### config.mk
export PLATFORM = sky130hd
export DESIGN_NAME = seg_execute_muldiv
export DESIGN_NICKNAME = d
export VERILOG_FILES = /design/src/rtl/seg_execute_muldiv_pkg.sv /design/src/rtl/seg_execute_muldiv_step.sv /design/src/rtl/seg_execute_muldiv.sv
export SDC_FILE = /design/constraint.sdc
export NUM_CORES = 1
export LEC_CHECK = 0
export ABC_AREA = 0
export BUFFER_PORTS_ARGS = -buffer_cell sky130_fd_sc_hd__buf_2
export CAP_MARGIN = 20
export CORE_UTILIZATION = 45
export DETAILED_ROUTE_END_ITERATION = 6
export HOLD_SLACK_MARGIN = 0.08
export PLACE_DENSITY = 0.69
export SLEW_MARGIN = 20
export SYNTH_ARGS = -nofsm -noshare
export SYNTH_HDL_FRONTEND = slang
export SYNTH_SLANG_ARGS = --single-unit
### constraint.sdc
create_clock -name i_clk -period 3 [get_ports i_clk]
set_input_delay 0.3 -clock i_clk [delete_from_list [all_inputs] [get_ports i_clk]]
set_output_delay 0.3 -clock i_clk [all_outputs]
set_load 0.005 [all_outputs]
### src/rtl/seg_execute_muldiv_pkg.sv
// Shared constants for the execute-stage multiply/divide unit:
// op codes, FSM state encodings and default widths.
package seg_execute_muldiv_pkg;

    localparam int DEF_NB_DATA = 32;
    localparam int DEF_NB_MDOP = 3;
    localparam int DEF_NB_CNT  = 6;

    typedef enum logic [2:0] {
        MD_MULT  = 3'b000,
        MD_MULTU = 3'b001,
        MD_DIV   = 3'b010,
        MD_DIVU  = 3'b011,
        MD_MFHI  = 3'b100,
        MD_MFLO  = 3'b101,
        MD_MTHI  = 3'b110,
        MD_MTLO  = 3'b111
    } md_op_t;

    typedef enum logic [1:0] {
        ST_IDLE = 2'b00,
        ST_CALC = 2'b01,
        ST_FIX  = 2'b10
    } md_state_t;

endpackage

### src/rtl/seg_execute_muldiv_step.sv
// One radix-2 iteration: shift-add multiply or restoring-divide step
// over a double-width accumulator.
module seg_execute_muldiv_step #(
    parameter int NB_DATA = 32
) (
    input  logic                   is_div,
    input  logic [2*NB_DATA-1:0]   acc,
    input  logic [NB_DATA-1:0]     opnd,
    output logic [2*NB_DATA-1:0]   acc_next
);

    logic [NB_DATA:0] sum;
    logic [NB_DATA:0] part;
    logic [NB_DATA:0] diff;

    always_comb begin
        sum      = {1'b0, acc[2*NB_DATA-1:NB_DATA]} + {1'b0, opnd};
        // partial remainder after the left shift, carry bit kept
        part     = acc[2*NB_DATA-1:NB_DATA-1];
        diff     = part - {1'b0, opnd};
        acc_next = '0;
        if (is_div) begin
            if (diff[NB_DATA])
                acc_next = {part[NB_DATA-1:0], acc[NB_DATA-2:0], 1'b0};
            else
                acc_next = {diff[NB_DATA-1:0], acc[NB_DATA-2:0], 1'b1};
        end else if (acc[0]) begin
            acc_next = {sum, acc[NB_DATA-1:1]};
        end else begin
            acc_next = {1'b0, acc[2*NB_DATA-1:1]};
        end
    end

endmodule

### src/rtl/seg_execute_muldiv.sv
// Iterative multiply/divide unit owning HI/LO; stalls the pipeline
// while a 32-iteration computation is in flight.
module seg_execute_muldiv
    import seg_execute_muldiv_pkg::*;
#(
    parameter int NB_DATA = DEF_NB_DATA,
    parameter int NB_MDOP = DEF_NB_MDOP,
    parameter int NB_CNT  = DEF_NB_CNT
) (
    input  logic               i_clk,
    input  logic               i_rst_n,
    input  logic               i_req,
    input  logic [NB_MDOP-1:0] i_op,
    input  logic [NB_DATA-1:0] i_data_a,
    input  logic [NB_DATA-1:0] i_data_b,
    input  logic               i_flush,
    output logic               o_stall,
    output logic               o_busy,
    output logic               o_done,
    output logic [NB_DATA-1:0] o_mf_data
);

    localparam logic [NB_CNT-1:0] LAST = NB_CNT'(NB_DATA - 1);

    md_state_t            state;
    logic [NB_CNT-1:0]    cnt;
    logic [NB_DATA-1:0]   hi;
    logic [NB_DATA-1:0]   lo;
    logic [2*NB_DATA-1:0] acc;
    logic [NB_DATA-1:0]   opnd;
    logic                 is_div;
    logic                 res_neg;
    logic                 dvd_neg;
    logic                 div_zero;

    logic [2*NB_DATA-1:0] acc_next;
    logic                 busy;
    logic                 op_signed;
    logic                 a_neg;
    logic                 b_neg;
    logic [NB_DATA-1:0]   a_mag;
    logic [NB_DATA-1:0]   b_mag;
    logic [2*NB_DATA-1:0] prod;
    logic [NB_DATA-1:0]   quo;
    logic [NB_DATA-1:0]   rem;
    logic [NB_DATA-1:0]   res_hi;
    logic [NB_DATA-1:0]   res_lo;

    seg_execute_muldiv_step #(
        .NB_DATA (NB_DATA)
    ) u_step (
        .is_div   (is_div),
        .acc      (acc),
        .opnd     (opnd),
        .acc_next (acc_next)
    );

    assign busy    = (state != ST_IDLE);
    assign o_busy  = busy;
    assign o_stall = i_req && busy;
    assign o_done  = (state == ST_FIX) && !i_flush;

    always_comb begin
        o_mf_data = '0;
        if (i_req) begin
            if (i_op == MD_MFHI)
                o_mf_data = hi;
            else if (i_op == MD_MFLO)
                o_mf_data = lo;
        end
    end

    // MULT and DIV have op[0] clear; those work on magnitudes
    always_comb begin
        op_signed = !i_op[0];
        a_neg     = op_signed && i_data_a[NB_DATA-1];
        b_neg     = op_signed && i_data_b[NB_DATA-1];
        a_mag     = a_neg ? ({NB_DATA{1'b0}} - i_data_a) : i_data_a;
        b_mag     = b_neg ? ({NB_DATA{1'b0}} - i_data_b) : i_data_b;
    end

    // A zero divisor leaves the quotient at all ones, never negated
    always_comb begin
        prod   = res_neg ? ({2*NB_DATA{1'b0}} - acc) : acc;
        quo    = acc[NB_DATA-1:0];
        rem    = acc[2*NB_DATA-1:NB_DATA];
        if (res_neg && !div_zero)
            quo = {NB_DATA{1'b0}} - quo;
        if (dvd_neg)
            rem = {NB_DATA{1'b0}} - rem;
        res_hi = is_div ? rem : prod[2*NB_DATA-1:NB_DATA];
        res_lo = is_div ? quo : prod[NB_DATA-1:0];
    end

    always_ff @(posedge i_clk or negedge i_rst_n) begin
        if (!i_rst_n) begin
            state    <= ST_IDLE;
            cnt      <= '0;
            hi       <= '0;
            lo       <= '0;
            acc      <= '0;
            opnd     <= '0;
            is_div   <= 1'b0;
            res_neg  <= 1'b0;
            dvd_neg  <= 1'b0;
            div_zero <= 1'b0;
        end else begin
            unique case (state)
                ST_IDLE: begin
                    if (i_req && !i_flush) begin
                        if (!i_op[NB_MDOP-1]) begin
                            is_div   <= i_op[1];
                            res_neg  <= a_neg ^ b_neg;
                            dvd_neg  <= a_neg;
                            div_zero <= (i_data_b == '0);
                            cnt      <= '0;
                            state    <= ST_CALC;
                            if (i_op[1]) begin
                                acc  <= {{NB_DATA{1'b0}}, a_mag};
                                opnd <= b_mag;
                            end else begin
                                acc  <= {{NB_DATA{1'b0}}, b_mag};
                                opnd <= a_mag;
                            end
                        end else if (i_op == MD_MTHI) begin
                            hi <= i_data_a;
                        end else if (i_op == MD_MTLO) begin
                            lo <= i_data_a;
                        end
                    end
                end
                ST_CALC: begin
                    if (i_flush) begin
                        state <= ST_IDLE;
                    end else begin
                        acc <= acc_next;
                        cnt <= cnt + NB_CNT'(1);
                        if (cnt == LAST)
                            state <= ST_FIX;
                    end
                end
                ST_FIX: begin
                    state <= ST_IDLE;
                    if (!i_flush) begin
                        hi <= res_hi;
                        lo <= res_lo;
                    end
                end
                default: state <= ST_IDLE;
            endcase
        end
    end

endmodule
======== Word level (Yosys, flattened, before mapping) ========
Index checks and enable logic that the tools add are counted.
Widths: inputs -> output; s select.
storage, ports and cells
  bits in registers ....................... 172
  bits in latches ......................... 0
  RAM bits ................................ 0
  ROM bits ................................ 0
  bits of input ports ..................... 71
  word-level logic and storage cells ...... 94
  memories ................................ 0
cells by class
  $add $sub $neg .......................... 8
  multiply operators ...................... 0
  divide/modulo/power cells ............... 0
  magnitude comparators ................... 0
  equality and inequality tests ........... 16
  shifts and indexed selects .............. 0
  multiplexer cells ....................... 39
  bitwise operators ....................... 2
  reductions and logical operators ........ 19
operator list
  cell                   number
  $mux 32                20
  $mux 64                7
  $pmux 32 s2            2
  $pmux 64 s2            1
  $sub 1x32->32 const A  4
  $sub 1x64->64 const A  1
  $add 32x32->33         1
  $sub 33x32->33         1
  $logic_not 32->1       1
  $mux 6                 3
  $ne 2x2->1 const B     8
  $eq 3x3->1 const B     4
  $pmux 6 s2             1
  $mux 2                 4
  $add 6x1->6 const B    1
  $eq 6x5->1 const B     1
  $logic_and 1x1->1      6
  $reduce_and 3->1       2
  $reduce_and 6->1       1
  $reduce_bool 2->1      3
  $reduce_and 5->1       1
  $pmux 2 s2             1
  $reduce_and 4->1       1
  $logic_not 1->1        3
  other kinds (6)        6

======== Depth between registers and ports, before layout ========
  depth after elaboration ................. 7
  depth in mapped cells ................... 14
  depth with buffers taken out ............ 12

======== By module ========
A second synthesis with hierarchy kept.
unflattened totals
  cell total of the unflattened synthesis .. 2,074
  area total of the unflattened synthesis .. 16,072.9 um^2
by module, submodules not included
  module                   times used  cells an instance  area each (um^2)  sequential area each (um^2)
  seg_execute_muldiv       1           1,393              11,243.3          4,304.1
  seg_execute_muldiv_step  1           681                4,829.6           0.0

======== Worst setup path after synthesis ========
OpenSTA, ideal clock, no wires.
  kind .................................... register -> register
  from .................................... register acc[31]
  to ...................................... register acc[50]
  library setup time ...................... 0.126 ns
  data arrival time ....................... 3.123 ns
  required time ........................... 2.874 ns
  path slack .............................. -0.249 ns
  cell stages (with the launch flop) ...... 13
  buffers on the path ..................... 0
  path through ............................ dfrtp_1 -> inv_1 -> ha_1 -> fa_1 -> nand2b_1 -> a21oi_1 -> or4_4 -> and3_4 -> o2111a_2 -> o21a_2 -> nor2_4 -> mux2_2 -> a221o_1
on the way
  cells in the longest elaborated chain, start to end .. 5
RTL lines
  element                 RTL line                       RTL
  from (decl)             seg_execute_muldiv.sv:29       logic [2*NB_DATA-1:0] acc;
  from (signal assigned)  seg_execute_muldiv.sv:119      acc <= {{NB_DATA{1'b0}}, a_mag};
  from (signal assigned)  seg_execute_muldiv.sv:122      acc <= {{NB_DATA{1'b0}}, b_mag};
  from (signal assigned)  seg_execute_muldiv.sv:136      acc <= acc_next;
  $sub 33x32->33          seg_execute_muldiv_step.sv:20  diff = part - {1'b0, opnd};
  $mux 64                 seg_execute_muldiv_step.sv:23  if (diff[NB_DATA])
  $mux 64                 seg_execute_muldiv_step.sv:22  if (is_div) begin
  $mux 64                 seg_execute_muldiv.sv:133      if (i_flush) begin
  $pmux 64 s2             seg_execute_muldiv.sv:108      unique case (state)
Every way passes these cells. The select of a mux whose other input is x is not followed.
A chain may end at the register's enable or synchronous reset.

======== Worst setup path after layout ========
  from .................................... register acc[31]
  to ...................................... register acc[0]
Same word-level chain as after synthesis.

==> flow_metrics.py <==
metrics = {
    "outcome": {
        "outcome": "complete, but fails checks",
        "violations": "setup timing",
    },
    "clocking": {
        "cts.sink_count": 172,
        "clock_latency_ps": 460,
        "cts_inserted_buffers": 17,
        "root_buffer": "clkbuf_16",
        "clock_path_buffers": 2,
        "clk_pin_slew_ps": 60,
        "cts_tree": "yes",
        "cts_htree_levels": 4,
    },
    "placed_design": {
        "place_congestion": 1.01,
        "hpwl_um": 45100,
        "place.port_buffers": 105,
    },
    "detailed_routing": {
        "routed_via_density": 6.17,
        "via_count": 17100,
        "drcViolationCount": 0,
        "drt_iter0_markers": 1724,
        "ant_nets": 0,
        "drt_wl_total_um": 59600,
        "routedWlPerCell_um": 21.5,
        "drt_pass1_iterations": 5,
    },
    "logic_synthesis": {
        "synth_seq_area_share_pct": 27.3,
        "synth_async_sr_flop_share_pct": 100,
        "synth_edf_count": 0,
        "synth_top_family_by_area": "compound AO/OA/AOI/OAI gates",
        "syn_inst": 2052,
        "yosysTopAreaCellShare_pct": 27.3,
        "synth_adder_area_share_pct": 5.74,
        "synth_compound_area_share_pct": 26.8,
        "yosys.area.top_type": "dfrtp_1",
        "yosysWarnings": 0,
        "syn_area_um2": 15800,
        "synth_xor_area_share_pct": 9.40,
        "yosysMostFrequentCell": "nand2_1",
        "synth_common_cells": "nand2_1, a21oi_1, o21ai_0",
        "syn_area_per_cell_um2": 7.68,
        "ys_types": 81,
        "synthMuxAreaShare_pct": 4.86,
        "synth_nets": 2194,
        "ys.flop_type": "dfrtp_1",
        "synthSimpleGateAreaFrac_pct": 21.1,
        "ys_ff_latch": 172,
        "synth_area_leaders": "dfrtp_1, a21oi_1, xnor2_1, o21ai_0, ha_1",
    },
    "sta": {
        "period_minus_slack_ps": 3150,
        "finalSetupViolCount": 27,
        "setup_ws_ps": -153,
        "fin_skew_ps": 21.2,
        "maxSlewViolCount": 0,
        "grt_setup_unrepaired": "yes",
        "tightest_slew_ps": 1110,
        "fmax_ghz": 0.317,
        "report.final.hold_viol_count": 0,
        "whs_ps": 125,
        "finalCritPeriodShare_pct": 105,
        "relSlewSlack_pct": 25.7,
        "final.setup.tns_ps": -1490,
    },
    "cells_and_area": {
        "nets": 2440,
        "n_fill_cell": 3153,
        "drive_gt1_share_pct": 23.6,
        "areaGrowthSynthToFinish_pct": 25.5,
    },
    "setup_path": {
        "endpoint_kind": "register",
        "cp_data_required_time_ps": 3280,
        "cp_max_fo": 8,
        "regToRegSetupSlack_ps": -150,
        "startpoint_type": "register",
        "worstPathArrival_ps": 3430,
        "r2r-end": "acc[0]",
        "path_class": "reg2reg",
        "reg2reg_from": "acc[31]",
        "r2r_cells": 14,
    },
    "power": {
        "powerDensity_nw_per_um2": 909,
        "irDropWorstVdd_uv": 488,
        "p_total_mw": 18.0,
        "p_leak_nw": 8.83,
    },
    "floorplanning": {
        "ios": 106,
        "die_h_um": 189,
        "die_w_um": 189,
        "std_cell_rows": 68,
        "die_area_um2": 35800,
        "core-area_um2": 34500,
        "initial_core_util_pct": 45.7,
    },
    "worst_hold_path": {
        "hold_depth": 2,
        "hp-start": "i_flush",
        "hold_end": "cnt[4]",
        "hold_class": "in2reg",
    },
    "job": {
        "max-cap-violations": 0,
    },
    "global_routing": {
        "antenna_found_initial": 1,
        "grt-busiest-layer": "met2",
        "grt_max_degree": 95,
        "grt_remaining_overflow": 0,
        "grtUsageMet2_pct": 51.6,
        "grt_use_met1_pct": 43.4,
        "met3_usage_pct": 4.62,
        "grt_pass1_wl_um": 90000,
        "grt.total_usage_pct": 32.4,
        "grt_pass1_vias": 15900,
    },
}
==> flip-flops by register name (all words and copies together) (netlist names) <==
name      flops
cnt           6
lo           32
opnd         32
is_div        1
acc          64
state         2
hi           32
res_neg       1
dvd_neg       1
div_zero      1
==> critical path: stages (launching register included) <==
cell and delay [ps]:
dfrtp_1 390, inv_2 90, ha_4 150, fa_2 220
nand2b_4 140, a21oi_2 60, or4_4 460, and3_4 180
o2111a_2 300, nor3_4 280, nor2_4 100, buf_8 160
buf_6 140, mux2i_1 180, o221ai_1 160
==> worst max path at each step <==
stage,endpoint,cells past startpoint,start,slack [ps]
floorplan,acc[50],12,acc[31],-80
global placement,acc[35],11,opnd[6],-140
detailed placement,acc[63],12,acc[32],-240
CTS,acc[35],10,acc[34],-60
global route,acc[0],14,acc[31],-250
finish,acc[0],14,acc[31],-150
==> area by class of cell <==
cell class / instances / area, µm² / area share (%)
multi-input cells: 1684 / 11500 / 58.0
flip-flops and latches: 172 / 4310 / 21.8
well taps: 455 / 569 / 2.88
diodes: 1 / 2.50 / 0.0127
inverters: 65 / 244 / 1.23
repair buffers: 358 / 2560 / 13.0
clock buffers: 21 / 450 / 2.28
clock inverters: 11 / 168 / 0.849
==> repair_timing <==
action                                  CTS  global route
cloned                                    0             0
resized for setup                        35           151
endpoints found under the hold margin    70             0
hold buffers                              1             0
pin swaps                                 7            40
buffers inserted                          6            16
endpoints found under the setup margin   34            63
==> power breakdown <==
group / total [mW] / switching (mW) / internal (mW)
Clock: 2.43 / 1.01 / 1.42
Sequential: 3.64 / 0.638 / 3.00
Combinational: 11.9 / 6.57 / 5.32
==> kinds of logic (layout without fill, tap and decap cells) <==
family,Yosys count,after routing
AOI/OAI and AO/OA,676,676
other,0,1
DFF,172,172
xor gates and xnor gates,169,169
buffers and inverters,196,455
and+or+nand+nor,693,693
adders and majority gates,71,71
muxes,75,75
==> placed cells by master (no fill, tap or decap), types with 8 or more instances in the layout <==
| cell type | n |
|---|---|
| o211ai_1 | 26 |
| or3_1 | 10 |
| mux2_2 | 10 |
| nor3_1 | 49 |
| o221ai_1 | 12 |
| buf_2 | 104 |
| ha_1 | 56 |
| and2_1 | 27 |
| a31oi_1 | 24 |
| a21boi_0 | 8 |
| o21ai_0 | 141 |
| a211oi_1 | 11 |
| a21oi_2 | 14 |
| o21bai_1 | 9 |
| nor2b_1 | 48 |
| a22oi_1 | 37 |
| xnor2_2 | 8 |
| xor2_1 | 62 |
| and3_1 | 17 |
| ha_4 | 10 |
| nand4_1 | 12 |
| nand2b_1 | 14 |
| nand2_1 | 217 |
| buf_4 | 231 |
| mux2i_1 | 59 |
| nor4_1 | 15 |
| inv_1 | 61 |
| buf_6 | 16 |
| o21ai_1 | 36 |
| nand3_1 | 41 |
| nor2_1 | 170 |
| clkbuf_16 | 17 |
| o31ai_1 | 44 |
| xnor2_1 | 96 |
| a21oi_1 | 183 |
| dfrtp_1 | 170 |
| a21o_1 | 37 |
| o41ai_1 | 8 |
==> per-stage QoR <==
step,setup WS (ps),instances,util [%],area [µm²]
floorplan,-77.3,2052,-,15800
global placement,-142,2711,52.8,18200
detailed placement,-241,2711,52.8,18200
CTS,-55.2,2750,55.1,19000
global route,-248,2767,57.3,19800
finish,-153,2767,57.3,19800
==> per-layer routing <==
metal | part of all wire [%] | up-vias | wire length [µm]
met5 | 0 | - | 0
met4 | 4.7 | 0 | 2810
met3 | 8.6 | 161 | 5150
met2 | 46 | 892 | 27200
met1 | 41 | 8121 | 24500
li1 | - | 7887 | -
No activity file was read; power rests on OpenSTA's default activity.
